<file path="src/rtl/flash_pkg.sv">
// Shared types and defaults for the flasher arbiter: FSM state encoding,
// flasher INIT encoding and parameter defaults.
package flash_pkg;

    typedef enum logic [1:0] {
        IDLE  = 2'd0,
        START = 2'd1,
        RUN   = 2'd2,
        DONE  = 2'd3
    } arb_state_t;

    localparam logic [2:0] FL_INIT   = 3'b000;
    localparam int         N_REQ_DEF = 4;
    localparam int         MX_LP_DEF = 16;

    // Index width for N requesters; a single requester still needs one bit.
    function automatic int ptr_w(input int n);
        return (n > 1) ? $clog2(n) : 1;
    endfunction

endpackage

</file>
<file path="src/rtl/flash_rr_pick.sv">
// Combinational round-robin picker: first set req bit at or after ptr,
// wrapping, returned as a one-hot vector plus its index.
module flash_rr_pick
    import flash_pkg::*;
#(
    parameter int N_REQ = N_REQ_DEF,
    parameter int PTR_W = ptr_w(N_REQ)
) (
    input  logic [N_REQ-1:0] req,
    input  logic [PTR_W-1:0] ptr,
    output logic [N_REQ-1:0] pick,
    output logic [PTR_W-1:0] idx,
    output logic             any
);

    localparam int SW = PTR_W + 1;

    always_comb begin
        logic [SW-1:0]    s;
        logic [PTR_W-1:0] j;
        pick = '0;
        idx  = '0;
        any  = 1'b0;
        s    = '0;
        j    = '0;
        for (int i = 0; i < N_REQ; i++) begin
            // One extra bit keeps ptr+i from overflowing before the wrap.
            s = {1'b0, ptr} + SW'(i);
            if (s >= SW'(N_REQ))
                s = s - SW'(N_REQ);
            j = s[PTR_W-1:0];
            if (!any && req[j]) begin
                any     = 1'b1;
                pick[j] = 1'b1;
                idx     = j;
            end
        end
    end

endmodule

</file>
<file path="src/rtl/flash_arb.sv">
// Round-robin arbiter granting one requester at a time the shared flasher.
// Optional session watchdog enabled by defining FLASH_ARB_TMO_EN.
module flash_arb
    import flash_pkg::*;
#(
    parameter int N_REQ   = N_REQ_DEF,
    parameter int MX_LP   = MX_LP_DEF,
    parameter int TMO_CYC = 255
) (
    input  logic             clk,
    input  logic             rst_n,
    input  logic [N_REQ-1:0] req,
    input  logic [N_REQ-1:0] ext,
    input  logic [MX_LP-1:0] fl_lamp,
    input  logic [2:0]       fl_nstate,
    output logic             flick,
    output logic [N_REQ-1:0] gnt,
    output logic [N_REQ-1:0] done,
    output logic             busy,
    output logic             err
);

    localparam int PTR_W = ptr_w(N_REQ);

    arb_state_t       state, state_d;
    logic [PTR_W-1:0] ptr, gidx, pick_idx;
    logic [N_REQ-1:0] pick;
    logic             pick_any;
    logic             flick_d;
    logic             fl_end;
    logic             tmo;

    flash_rr_pick #(.N_REQ(N_REQ), .PTR_W(PTR_W)) u_pick (
        .req  (req),
        .ptr  (ptr),
        .pick (pick),
        .idx  (pick_idx),
        .any  (pick_any)
    );

    assign fl_end = (fl_nstate == FL_INIT) && (fl_lamp == '0);

`ifdef FLASH_ARB_TMO_EN
    localparam int CNT_W = ($clog2(TMO_CYC + 1) > 8) ? $clog2(TMO_CYC + 1) : 8;

    logic [CNT_W-1:0] cnt;
    logic             err_q;

    // Fires on the TMO_CYC-th RUN cycle, i.e. as the count reaches TMO_CYC.
    assign tmo = (state == RUN) && !fl_end && (cnt == CNT_W'(TMO_CYC - 1));
    assign err = err_q;

    always_ff @(posedge clk) begin
        if (rst_n) begin
            cnt   <= '0;
            err_q <= 1'b0;
        end else begin
            if (state == START)
                cnt <= '0;
            else if (state == RUN)
                cnt <= cnt + CNT_W'(1);
            if (tmo)
                err_q <= 1'b1;
        end
    end
`else
    assign tmo = 1'b0;
    assign err = 1'b0;
`endif

    always_comb begin
        state_d = state;
        flick_d = 1'b0;
        case (state)
            IDLE:    if (pick_any) state_d = START;
            START: begin
                state_d = RUN;
                flick_d = 1'b1;
            end
            RUN: begin
                if (fl_end || tmo)
                    state_d = DONE;
                else
                    flick_d = ext[gidx];
            end
            DONE:    state_d = IDLE;
            default: state_d = IDLE;
        endcase
    end

    always_ff @(posedge clk) begin
        if (rst_n) begin
            state <= IDLE;
            flick <= 1'b0;
            gnt   <= '0;
            gidx  <= '0;
            ptr   <= '0;
        end else begin
            state <= state_d;
            flick <= flick_d;
            if (state == IDLE && pick_any) begin
                gnt  <= pick;
                gidx <= pick_idx;
            end else if (state == DONE) begin
                gnt <= '0;
                ptr <= (gidx == PTR_W'(N_REQ - 1)) ? '0 : gidx + PTR_W'(1);
            end
        end
    end

    // done is a decode of DONE, so a reset mid-session can never pulse it.
    assign done = (state == DONE) ? gnt : '0;
    assign busy = (state != IDLE);

endmodule

</file>
<file path="config.mk">
export PLATFORM = sky130hd
export DESIGN_NAME = flash_arb
export DESIGN_NICKNAME = d
export VERILOG_FILES = /design/src/rtl/flash_pkg.sv /design/src/rtl/flash_rr_pick.sv /design/src/rtl/flash_arb.sv
export SDC_FILE = /design/constraint.sdc
export NUM_CORES = 1
export LEC_CHECK = 0
export ABC_AREA = 1
export BUFFER_PORTS_ARGS = -buffer_cell sky130_fd_sc_hd__buf_4
export CAP_MARGIN = 10
export CORE_ASPECT_RATIO = 0.5
export CORE_MARGIN = 3
export CORE_UTILIZATION = 40
export CTS_BUF_LIST = sky130_fd_sc_hd__clkbuf_4 sky130_fd_sc_hd__clkbuf_8 sky130_fd_sc_hd__clkbuf_16
export DETAILED_ROUTE_END_ITERATION = 8
export GPL_TIMING_DRIVEN = 0
export MAX_ROUTING_LAYER = met4
export PLACE_DENSITY_LB_ADDON = 0.15
export SLEW_MARGIN = 20
export SYNTH_ARGS = -nofsm -noshare
export SYNTH_HDL_FRONTEND = slang
export SYNTH_SLANG_ARGS = --single-unit
</file>
<file path="constraint.sdc">
create_clock -name clk -period 2.3 [get_ports clk]
set_clock_uncertainty 0.15 [all_clocks]
set_input_delay 0.345 -clock clk [delete_from_list [all_inputs] [get_ports clk]]
set_output_delay 0.345 -clock clk [all_outputs]
set_load 0.1 [all_outputs]
</file>
* After elaboration in Yosys (flattened, before gate mapping)
Index checks and enable logic that the tools add are counted.
** Cells by class
- Div/mod/pow operators :: 0
- Reduce and logical (&&, ||, !) cells :: 19
- Bitwise logic cells :: 4
- $lt $le $gt $ge :: 13
- Shifts and indexed selects :: 0
- Mux-type cells :: 43
- Equal/unequal tests :: 6
- Multiply operators :: 0
- $add $sub $neg :: 8
** Operator list (number)
- $mux W4 :: 7
- $mux W2 :: 11
- $logic_not A16 Y1 :: 1
- $lt A2 B3 Y1 const B :: 5
- $mux W1 :: 14
- $or A4 B4 Y4 :: 3
- $bmux W1 S2 :: 5
- $ge A3 B3 Y1 const B :: 3
- $logic_and A1 B1 Y1 :: 9
- $demux W1 S2 :: 4
- $ge A2 B1 Y1 const B :: 4
- $pmux W2 S4 :: 1
- $sub A2 B1 Y2 const B :: 4
- $add A2 B2 Y3 const B :: 2
- $eq A2 B2 Y1 const B :: 3
- $ne A2 B2 Y1 const B :: 2
- $reduce_and A2 Y1 :: 2
- $reduce_bool A2 Y1 :: 2
- $add A2 B1 Y3 const B :: 1
- $ge A2 B3 Y1 const B :: 1
- $logic_not A1 Y1 :: 3
- $logic_not A3 Y1 :: 1
- $add A2 B1 Y2 const B :: 1
- $eq A2 B1 Y1 const B :: 1
- 3 further kinds :: 3
** Storage, ports and cells
- Logic and storage cells :: 98
- Register bits :: 11
- Memory bits (read-only) :: 0
- Memories kept :: 0
- Output and inout bits :: 11
- Input bits :: 29
- Bits in writable memories :: 0
- Bits in latches :: 0

* Depth between registers and ports, before layout
Gate-level depths: netlist (run 1).
- Depth in word-level cells :: 17
- Depth in mapped cells :: 13
- Gate-level depth less buffers :: 13

* Cells and area by module
A second synthesis (run 1) with hierarchy kept.
** Unflattened totals
- Cells, all modules :: 172
- Area, all modules :: 1101.1 um2
** By module, submodules not included
- flash_arb :: cells each 98, instances 1, area an instance 660.6 um2, sequential area each 220.2 um2
- flash_rr_pick :: cells each 74, instances 1, area an instance 440.4 um2, sequential area each 0.0 um2

* Worst setup path after synthesis (run 1)
OpenSTA, ideal clock, no wires.
- Path type :: register to output
- From :: register gnt[0]
- To :: output port done[0]
- Path slack :: 134 ps
- Data arrival time :: 1671 ps
- Stages on the path, launching flop included :: 3
- Required time :: 1805 ps
- Cells stage by stage :: dfxtp_1 -> nand2_1 -> inv_1
** Between the ends
- Cells in the longest elaborated chain, start to end :: 1
** Ends and longest elaborated chain
- start: declaration :: line flash_arb.sv:17 : output logic [N_REQ-1:0] gnt,
- start signal: assignment :: line flash_arb.sv:102 : gnt <= pick;
- $mux W4 :: line flash_arb.sv:112 : assign done = (state == DONE) ? gnt : '0;
- end: declaration :: line flash_arb.sv:18 : output logic [N_REQ-1:0] done,
No other way between the ends.

* Final worst setup path (run 1)
- From :: register ptr[1]
- To :: register state[1]
** Between the ends
- Cells in the longest elaborated chain, start to end :: 16
- Elaborated cells between the ends (all ways) :: 35
** Ends and longest elaborated chain
- start: declaration :: line flash_arb.sv:26 : logic [PTR_W-1:0] ptr, gidx, pick_idx;
- start signal: assignment :: line flash_arb.sv:106 : ptr <= (gidx == PTR_W'(N_REQ - 1)) ? '0 : gidx + PTR_W'(1);
- branches (longest 13 deep; another with $add A2 B1 Y3)
- $mux W1 (*) :: line flash_rr_pick.sv:32 : if (!any && req[j]) begin
- $ne A2 B2 Y1 (no line) (*)
- $reduce_and A2 Y1 (no line) (*)
- end signal: assignment :: line flash_arb.sv:99 : state <= state_d;
- end: declaration :: line flash_arb.sv:25 : arb_state_t state, state_d;
Every way passes the cells marked *. The select of a mux whose other input is x is not followed.
A chain may end at the register's enable or synchronous reset.

==> results.cfg, run 1 <==
[outcome]
status = complete, no violations

[final_layout]
layout_commonest_cell = buf_4
seq_area_um2 = 228
layout_common_cells = 41 x buf_4, 38 x nand2_1, 19 x nand3_1
multi_input_area_um2 = 788
final_core_util_pct = 63.1
nFillCells = 220
drive_gt1_share_pct = 31.9
nets = 256
area_delta_synth_final_pct = 37.6
n_antenna_cell = 0

[floorplanning]
die_w_um = 80.2
dieHeight_um = 43.1
die_area_um2 = 3460
rows = 12
initial_core_util_pct = 45.8
io_pins = 40
core_um2 = 2400

[global_route]
grt_pass1_wl_um = 4310
track_usage_pct = 15.8
grt_max_degree = 11
first_global_vias = 1037
antenna_found_initial = 0
grt_overflow_total = 0

[timing]
fmax_mhz = 474
maxSlewViolCount = 0
rsz0062_at_grt = no
finalSetupViolations = 0
final_hold_viol_count = 0
post-route-min-period_ps = 2110
fin_crit_sh_pct = 91.6

[logic_synthesis]
synth_cells = 169
synth_cell_types = 30
synth_async_sr_flop_share_pct = 0
yosys_warnings = 0
avgSynthCellArea_um2 = 6.52
ys_seq_area_share_pct = 20.0
synth_top_area_cell = dfxtp_1
synthFlopType = dfxtp_1
synth_edf_count = 0
synthTopCellsByArea = dfxtp_1 20%, ha_1 15%, nand2_1 13%
syn-num-nets = 211
synth_area_um2 = 1100
synth_seq_cells = 11
yosys.area.top_type_share_pct = 20.0

[placed_design]
dpl.hpwl_um = 2130
place.port_buffers = 37
place_congestion = 0.759

[critical_path]
required_ps = 2280
start_kind = register
path_class = register to register
reg2reg_slack_ps = 190
cp.arrival_ps = 2090
end_kind = register
crit_fanout = 8

[drt]
drt_iter0_markers = 51
viasPerCell = 4.86
drc = 0
wl_met3_um = 160
first_pass_iters = 4
wl_met2_um = 1250
ant_nets = 0
top_layer_used = met4
wirelength_um = 2740
vias = 1205
wl_per_cell_um = 11.1
wl_met1_um = 1300

[worst_hold_path]
hold_class = primary input to register

[pwr]
ir_drop_mv = 0.509
power-per-cell-area_nw_per_um2 = 918
p_leak_nw = 0.776
total_power_mw = 1.39

[clock_network]
cts-buffers-inserted = 3
ctsHoldBuffers = 0
cts_max_path_buffers = 2
clock_sinks = 11
root_buffer = clkbuf_8
h-tree-depth = 1
cts_tree = built
path_clk_slew_ps = 50
clk_latency_ps = 240

[run]
cap_violations = 0
-- critical path, stage by stage, from the launching register on --
cell and delay [ps]:
dfxtp_4 410, clkinvlp_4 190, ha_4 320, inv_1 90
nand2_1 80, nand2_1 80, nor2_4 120, nand2_1 90
nor2_1 130, nand2_1 70, nand2_1 110, nand2_1 60
nand2_1 70, nor2_1 50
-- sequential cells by signal, summed over array words and instances (netlist names) --
signal,flops
gnt,4
state,2
ptr,2
flick,1
gidx,2
-- logic make-up (layout without fill, tap and decap cells) --
logic type / Yosys count / count (layout) / synth area share (%)
DFF: 11 / 11 / 20.0
muxes: 1 / 1 / 0.909
AOI/OAI and AO/OA: 23 / 23 / 11.9
other: 1 / 1 / 0.341
adders and majority gates: 13 / 13 / 14.8
buffers and inverters: 24 / 68 / 9.54
and+or+nand+nor: 96 / 96 / 42.5
-- timing repair --
item,in CTS,in global routing
resized for setup,2,4
endpoints found under the setup margin,1,4
endpoints found under the hold margin,0,0
buffers inserted,0,3
-- layer usage --
metal | track usage [%] | up-vias
li1 | - | 637
met1 | 21.0 | 514
met2 | 25.0 | 49
met3 | 1.91 | 5
met4 | 5.05 | 0
met5 | - | -
-- where the power goes --
| group | internal [mW] | switching [mW] | leakage [nW] | total, mW |
|---|---|---|---|---|
| registers | 0.250 | 0.0604 | 0.0917 | 0.310 |
| clock network | 0.119 | 0.0761 | 0.0255 | 0.195 |
| logic | 0.273 | 0.612 | 0.659 | 0.885 |
-- final cells by class --
| type | instances | area share [%] |
|---|---|---|
| inverter | 20 | 5.37 |
| multi-input combinational | 134 | 52.0 |
| sequential | 11 | 15.0 |
| buffer | 4 | 1.82 |
| clock inverter | 1 | 0.330 |
| tap | 35 | 2.89 |
| timing repair buffer | 40 | 19.8 |
| clock buffer | 3 | 2.73 |
-- synthesized netlist by cell type, types with 2 or more instances --
cell type and number:
nor2_1 17, nand2_1 38, o21ai_0 3, dfxtp_1 11, inv_1 18, nand4_1 6, nand2_4 3, nand2_2 7
o21ai_1 2, nand3_1 19, a21oi_1 11, a21boi_0 4, ha_1 13
-- metrics by stage --
| step | setup TNS (ps) | area (um^2) | setup slack, ps | hold slack [ps] | std cells |
|---|---|---|---|---|---|
| after floorplan | 0 | 1100 | 134 | 349 | 169 |
| after global placement | -3.04 | 1420 | -3.04 | 342 | 241 |
| after detailed placement | -15.9 | 1420 | -15.9 | 347 | 241 |
| after CTS | 0 | 1470 | 116 | 290 | 245 |
| after global routing | 0 | 1520 | 3.78 | 334 | 248 |
| final | 0 | 1520 | 192 | 295 | 248 |
-- path summary, 6_finish.rpt --
check	from	end	cells after the start
worst max-delay path	ptr[1]$_SDFFE_PP0P_	state[1]$_SDFFE_PP0P_	13
worst max register to register	ptr[1]$_SDFFE_PP0P_	state[1]$_SDFFE_PP0P_	13
worst min-delay path	rst_n	flick$_SDFF_PP0_	2
worst min register to register	gnt[3]$_SDFFE_PP0P_	gnt[3]$_SDFFE_PP0P_	2
Power figures use the tool's default switching activity.
==> run 2, diff against run 1 <==
--- a/config.mk
+++ b/config.mk
@@ -19,4 +19,5 @@
 export SLEW_MARGIN = 20
 export SYNTH_ARGS = -nofsm -noshare
 export SYNTH_HDL_FRONTEND = slang
+export SYNTH_HIERARCHICAL = 1
 export SYNTH_SLANG_ARGS = --single-unit
==> run 2 against run 1 <==
Net effect:
- largest cell class unchanged
- sequential power up 6%
- highest routed layer unchanged
- critical path type unchanged
- global-route usage up 0.23 points
- sequential share of layout area decreased by 0.45 points
==> results.cfg, run 2 <==
[logic_synthesis]
synth_common_cells = 37 x nand2_1, 22 x inv_1, 17 x nor2_1
synth_seq_cells = 11
synth_async_sr_flop_share_pct = 0
synthTopCellsByArea = dfxtp_1 20%, nand2_1 13%, ha_1 13%
synth_cell_types = 25
synth_edf_count = 0
ys_seq_area_share_pct = 20.0
synth_cells = 172
synth_area_um2 = 1100
synth.most_common_cell = nand2_1
synthFlopType = dfxtp_1
synth_top_area_cell = dfxtp_1
yosys.area.top_type_share_pct = 20.0
yosys_warnings = 6
syn-num-nets = 212
avgSynthCellArea_um2 = 6.40

[critical_path]
required_ps = 2280
end_kind = register
crit_fanout = 7
cp-startpoint = ptr[1]$_SDFFE_PP0P_
cp.arrival_ps = 2150
r2r_start = ptr[1]$_SDFFE_PP0P_
worst_r2r_path_depth = 11
path_class = register to register
start_kind = register

[final_layout]
top_register = gnt
nets = 262
nFillCells = 227
area_delta_synth_final_pct = 41.8
seq_area_um2 = 228
multi_input_area_um2 = 791
drive_gt1_share_pct = 34.8
largest_reg_flops = 4
layout_commonest_cell = buf_4
n_antenna_cell = 0
layout_common_cells = 46 x buf_4, 36 x nand2_1, 20 x inv_1

[placed_design]
place_congestion = 0.847
place.port_buffers = 38
dpl.hpwl_um = 2120

[timing]
maxSlewViolCount = 0
fin_crit_sh_pct = 94.1
final_hold_viol_count = 0
holdWs_ps = 142
post-route-min-period_ps = 2160
finalSetupViolations = 0
fmax_mhz = 462
setup_tns_ps = 0

[drt]
viasPerCell = 4.77
vias = 1221
drc = 0
drt_iter0_markers = 32
ant_nets = 0
first_pass_iters = 4
wirelength_um = 2740
wl_per_cell_um = 10.7

[clock_network]
ctsHoldBuffers = 0
root_buffer = clkbuf_8
h-tree-depth = 1
path_clk_slew_ps = 50
clock_sinks = 11
cts_max_path_buffers = 2
cts-buffers-inserted = 3
clk_latency_ps = 240
cts_tree = built

[run]
cap_violations = 0

[floorplanning]
io_pins = 40
die_w_um = 80.2
die_area_um2 = 3460
initial_core_util_pct = 45.8
dieHeight_um = 43.1
rows = 12
core_um2 = 2400

[pwr]
total_power_mw = 1.65
power-per-cell-area_nw_per_um2 = 1060
ir_drop_mv = 0.503
p_leak_nw = 0.824

[global_route]
grt_pass1_wl_um = 4300
grt_max_degree = 11
grt_overflow_total = 0
track_usage_pct = 16.1
first_global_vias = 1077
antenna_found_initial = 0

[worst_hold_path]
hp-start = rst_n
hold_path_depth = 2
hold_class = primary input to register

[outcome]
status = complete, no violations
[run 2: cell count changes after synthesis, moves of 2 or more]
cell	delta
inv_1	+4
a21oi_1	+4
o21ai_0	+4
ha_1	-2
nand2_4	-2
o21ai_1	-2
nor2_2	+2
nand3_1	-3
[run 2: timing repair]
action                     in CTS  in global routing
setup endpoints to repair       8                  6
pin swaps                       0                  1
buffers inserted                0                  7
gates resized for setup         7                  3
[run 2: through the flow]
step | setup WS, ps | utilization, % | std cells | area, um^2
after floorplan | 60.3 | - | 172 | 1100
after detailed placement | -327 | 59.5 | 245 | 1430
after global routing | -14.9 | 65.0 | 256 | 1560
after CTS | 21.5 | 62.6 | 249 | 1500
final | 135 | 65.0 | 256 | 1560
after global placement | -306 | 59.5 | 245 | 1430
[run 2: layout make-up]
class | instances | share of cell area (%)
multi-input cells | 135 | 50.6
plain buffers | 3 | 1.52
clock buffers | 4 | 3.12
well taps | 35 | 2.80
inverters | 23 | 5.69
flip-flops and latches | 11 | 14.6
repair buffers | 45 | 21.6
[run 2: logic make-up (layout without fill, tap and decap cells)]
family | Yosys count | after routing | synth area share (%)
AND/OR/NAND/NOR | 95 | 95 | 42.7
AO/OA/AOI/OAI | 28 | 28 | 14.4
adder cells (fa/ha/maj) | 11 | 11 | 12.5
other | 1 | 1 | 0.341
flip-flops | 11 | 11 | 20.0
buffers and inverters | 26 | 75 | 10.0
[run 2: routing by layer]
layer  up-vias  track usage (%)  share of wire [%]
met5         -                -                  0
met4         0             5.39                1.1
met3         4             4.24                6.6
met2        39             27.0                 47
met1       525             18.7                 45
li1        653                -                  -
[run 2: final timing paths]
kind / end / slack [ps]
max: state[1]$_SDFFE_PP0P_ / 140
min: gnt[2]$_SDFFE_PP0P_ / 140
max reg2reg: state[1]$_SDFFE_PP0P_ / 140
min reg2reg: gnt[2]$_SDFFE_PP0P_ / 330
[run 2: report_power, final]
group / leakage (nW) / switching [mW] / total [mW] / internal, mW
Combinational: 0.706 / 0.737 / 1.11 / 0.376
Clock: 0.0262 / 0.0766 / 0.210 / 0.134
Sequential: 0.0917 / 0.0687 / 0.328 / 0.259
[run 2: worst max-delay path, cell delays in order, from the launching register on]
cell     delay (ps)
dfxtp_4         400
inv_2            80
ha_4            290
inv_1            80
nand2_1          80
nand2_2          60
nor2_4          130
buf_6           140
nand4_1         140
or2_4           300
a21oi_1         140
nor2_1           50
==> run 3, diff against run 2 <==
--- a/config.mk
+++ b/config.mk
@@ -8,7 +8,7 @@
 export ABC_AREA = 1
 export BUFFER_PORTS_ARGS = -buffer_cell sky130_fd_sc_hd__buf_4
 export CAP_MARGIN = 10
-export CORE_ASPECT_RATIO = 0.5
+export CORE_ASPECT_RATIO = 0.9
 export CORE_MARGIN = 3
 export CORE_UTILIZATION = 40
 export CTS_BUF_LIST = sky130_fd_sc_hd__clkbuf_4 sky130_fd_sc_hd__clkbuf_8 sky130_fd_sc_hd__clkbuf_16
==> run 3 against run 2 <==
Net effect:
- non-clock buffer count rose by 1
- utilization fell by 3.8 points
- setup slack got worse by 25 ps
- sequential share of layout area rose by 0.12 points
- critical path type unchanged
==> results.cfg, run 3 (synthesized netlist as in run 2, its figures left out) <==
[clock_network]
cts-buffers-inserted = 3
clock_sinks = 11
cts_tree = built
ctsHoldBuffers = 0
cts_max_path_buffers = 2
clk_latency_ps = 260
root_buffer = clkbuf_4
path_clk_slew_ps = 70
h-tree-depth = 1

[placed_design]
place_inst = 238
place_area_um2 = 1420
dpl.hpwl_um = 2130
place_congestion = 0.843
pre_cts_slack_ps = -252
place.port_buffers = 38

[outcome]
status = complete, no violations

[final_layout]
multi_input_area_um2 = 795
seq_area_um2 = 228
n_antenna_cell = 0
top_register = gnt
largest_reg_flops = 4
nets = 263
nFillCells = 229
drive_gt1_share_pct = 35.6
layout_common_cells = 47 x buf_4, 36 x nand2_1, 20 x inv_1
final_core_util_pct = 61.2
area_delta_synth_final_pct = 40.7
layout_commonest_cell = buf_4
layout.cells.non_filler = 250
final_cell_area_um2 = 1550

[critical_path]
critPathMostFrequentCell = nand2_1
crit_slowest_cell = dfxtp_4
cp.arrival_ps = 2240
end_kind = register
crit_fanout = 7
critical-path-max-stage-delay_ps = 380
required_ps = 2350
cp_cell_sequence = clkinvlp_4 > ha_4 > inv_1 > nand2_1 > nand2_2 > nor2_4 > buf_6 > nand4_1 > or2_4 > nand2_1 > nand2_1 > a21oi_2
cp-startpoint = ptr[1]$_SDFFE_PP0P_
r2r_start = ptr[1]$_SDFFE_PP0P_
path_class = register to register
start_kind = register

[worst_hold_path]
hold_class = primary input to register
hp-start = rst_n

[global_route]
track_usage_pct = 15.0
grt_max_degree = 11
grt_pass1_wl_um = 4060
antenna_found_initial = 0
first_global_vias = 1004
grt_overflow_total = 0

[floorplanning]
initial_core_util_pct = 43.5
rows = 17
core_um2 = 2530
io_pins = 40
dieHeight_um = 55.8
die_area_um2 = 3420
die_w_um = 61.3

[timing]
fmax_mhz = 457
final_hold_viol_count = 0
finalSetupViolations = 0
maxSlewViolCount = 0
holdWs_ps = 123
fin_crit_sh_pct = 95.2
setup_ws_ps = 111
setup_tns_ps = 0
post-route-min-period_ps = 2190

[drt]
wl_per_cell_um = 11.4
wirelength_um = 2850
ant_nets = 0
first_pass_iters = 4
drc = 0
vias = 1267
drt_iter0_markers = 43
viasPerCell = 5.07

[pwr]
total_power_mw = 1.57
power-per-cell-area_nw_per_um2 = 1020
ir_drop_mv = 0.363
p_leak_nw = 0.820

[run]
cap_violations = 0
==> run 3: area by class of cell <==
cell class	count	area share, %
sequential	11	14.7
multi-input combinational	135	51.3
tap	28	2.26
inverter	23	5.98
timing repair buffer	46	22.3
buffer	3	1.53
clock buffer	4	1.94
==> run 3: metal layers <==
| layer | up-vias | wire length (um) | global-route usage, % |
|---|---|---|---|
| met2 | 68 | 1290 | 23.4 |
| met4 | 0 | 42 | 5.26 |
| met1 | 535 | 1260 | 19.2 |
| met3 | 6 | 261 | 2.09 |
| li1 | 658 | - | - |
| met5 | - | 0 | - |
==> run 3: worst paths after layout <==
kind                      endpoint  slack (ps)  cells after the start
max          state[0]$_SDFFE_PP0P_         110                     12
min            gnt[1]$_SDFFE_PP0P_         120                      2
max reg2reg  state[0]$_SDFFE_PP0P_         110                     12
min reg2reg    gnt[3]$_SDFFE_PP0P_         320                      2
==> run 3: report_power, final <==
part	leakage (nW)	total, mW	switching (mW)	internal [mW]
combinational	0.710	1.11	0.747	0.367
clock	0.0184	0.139	0.0602	0.0788
sequential	0.0917	0.320	0.0618	0.258
total	0.820	1.57	0.869	0.705
==> run 3: repair_timing <==
action                                  CTS  global route
setup buffers                             0             8
gates resized for setup                   5             7
pin swaps                                 0             2
endpoints found under the setup margin    8             6
==> run 3: worst max-delay path, delay by kind of cell (launching register included) <==
kind                     cells  cell delay (ps)
AND/OR/NAND/NOR              7              830
AO/OA/AOI/OAI                1              100
adder cells (fa/ha/maj)      1              310
buffers and inverters        3              350
flip-flops                   1              380
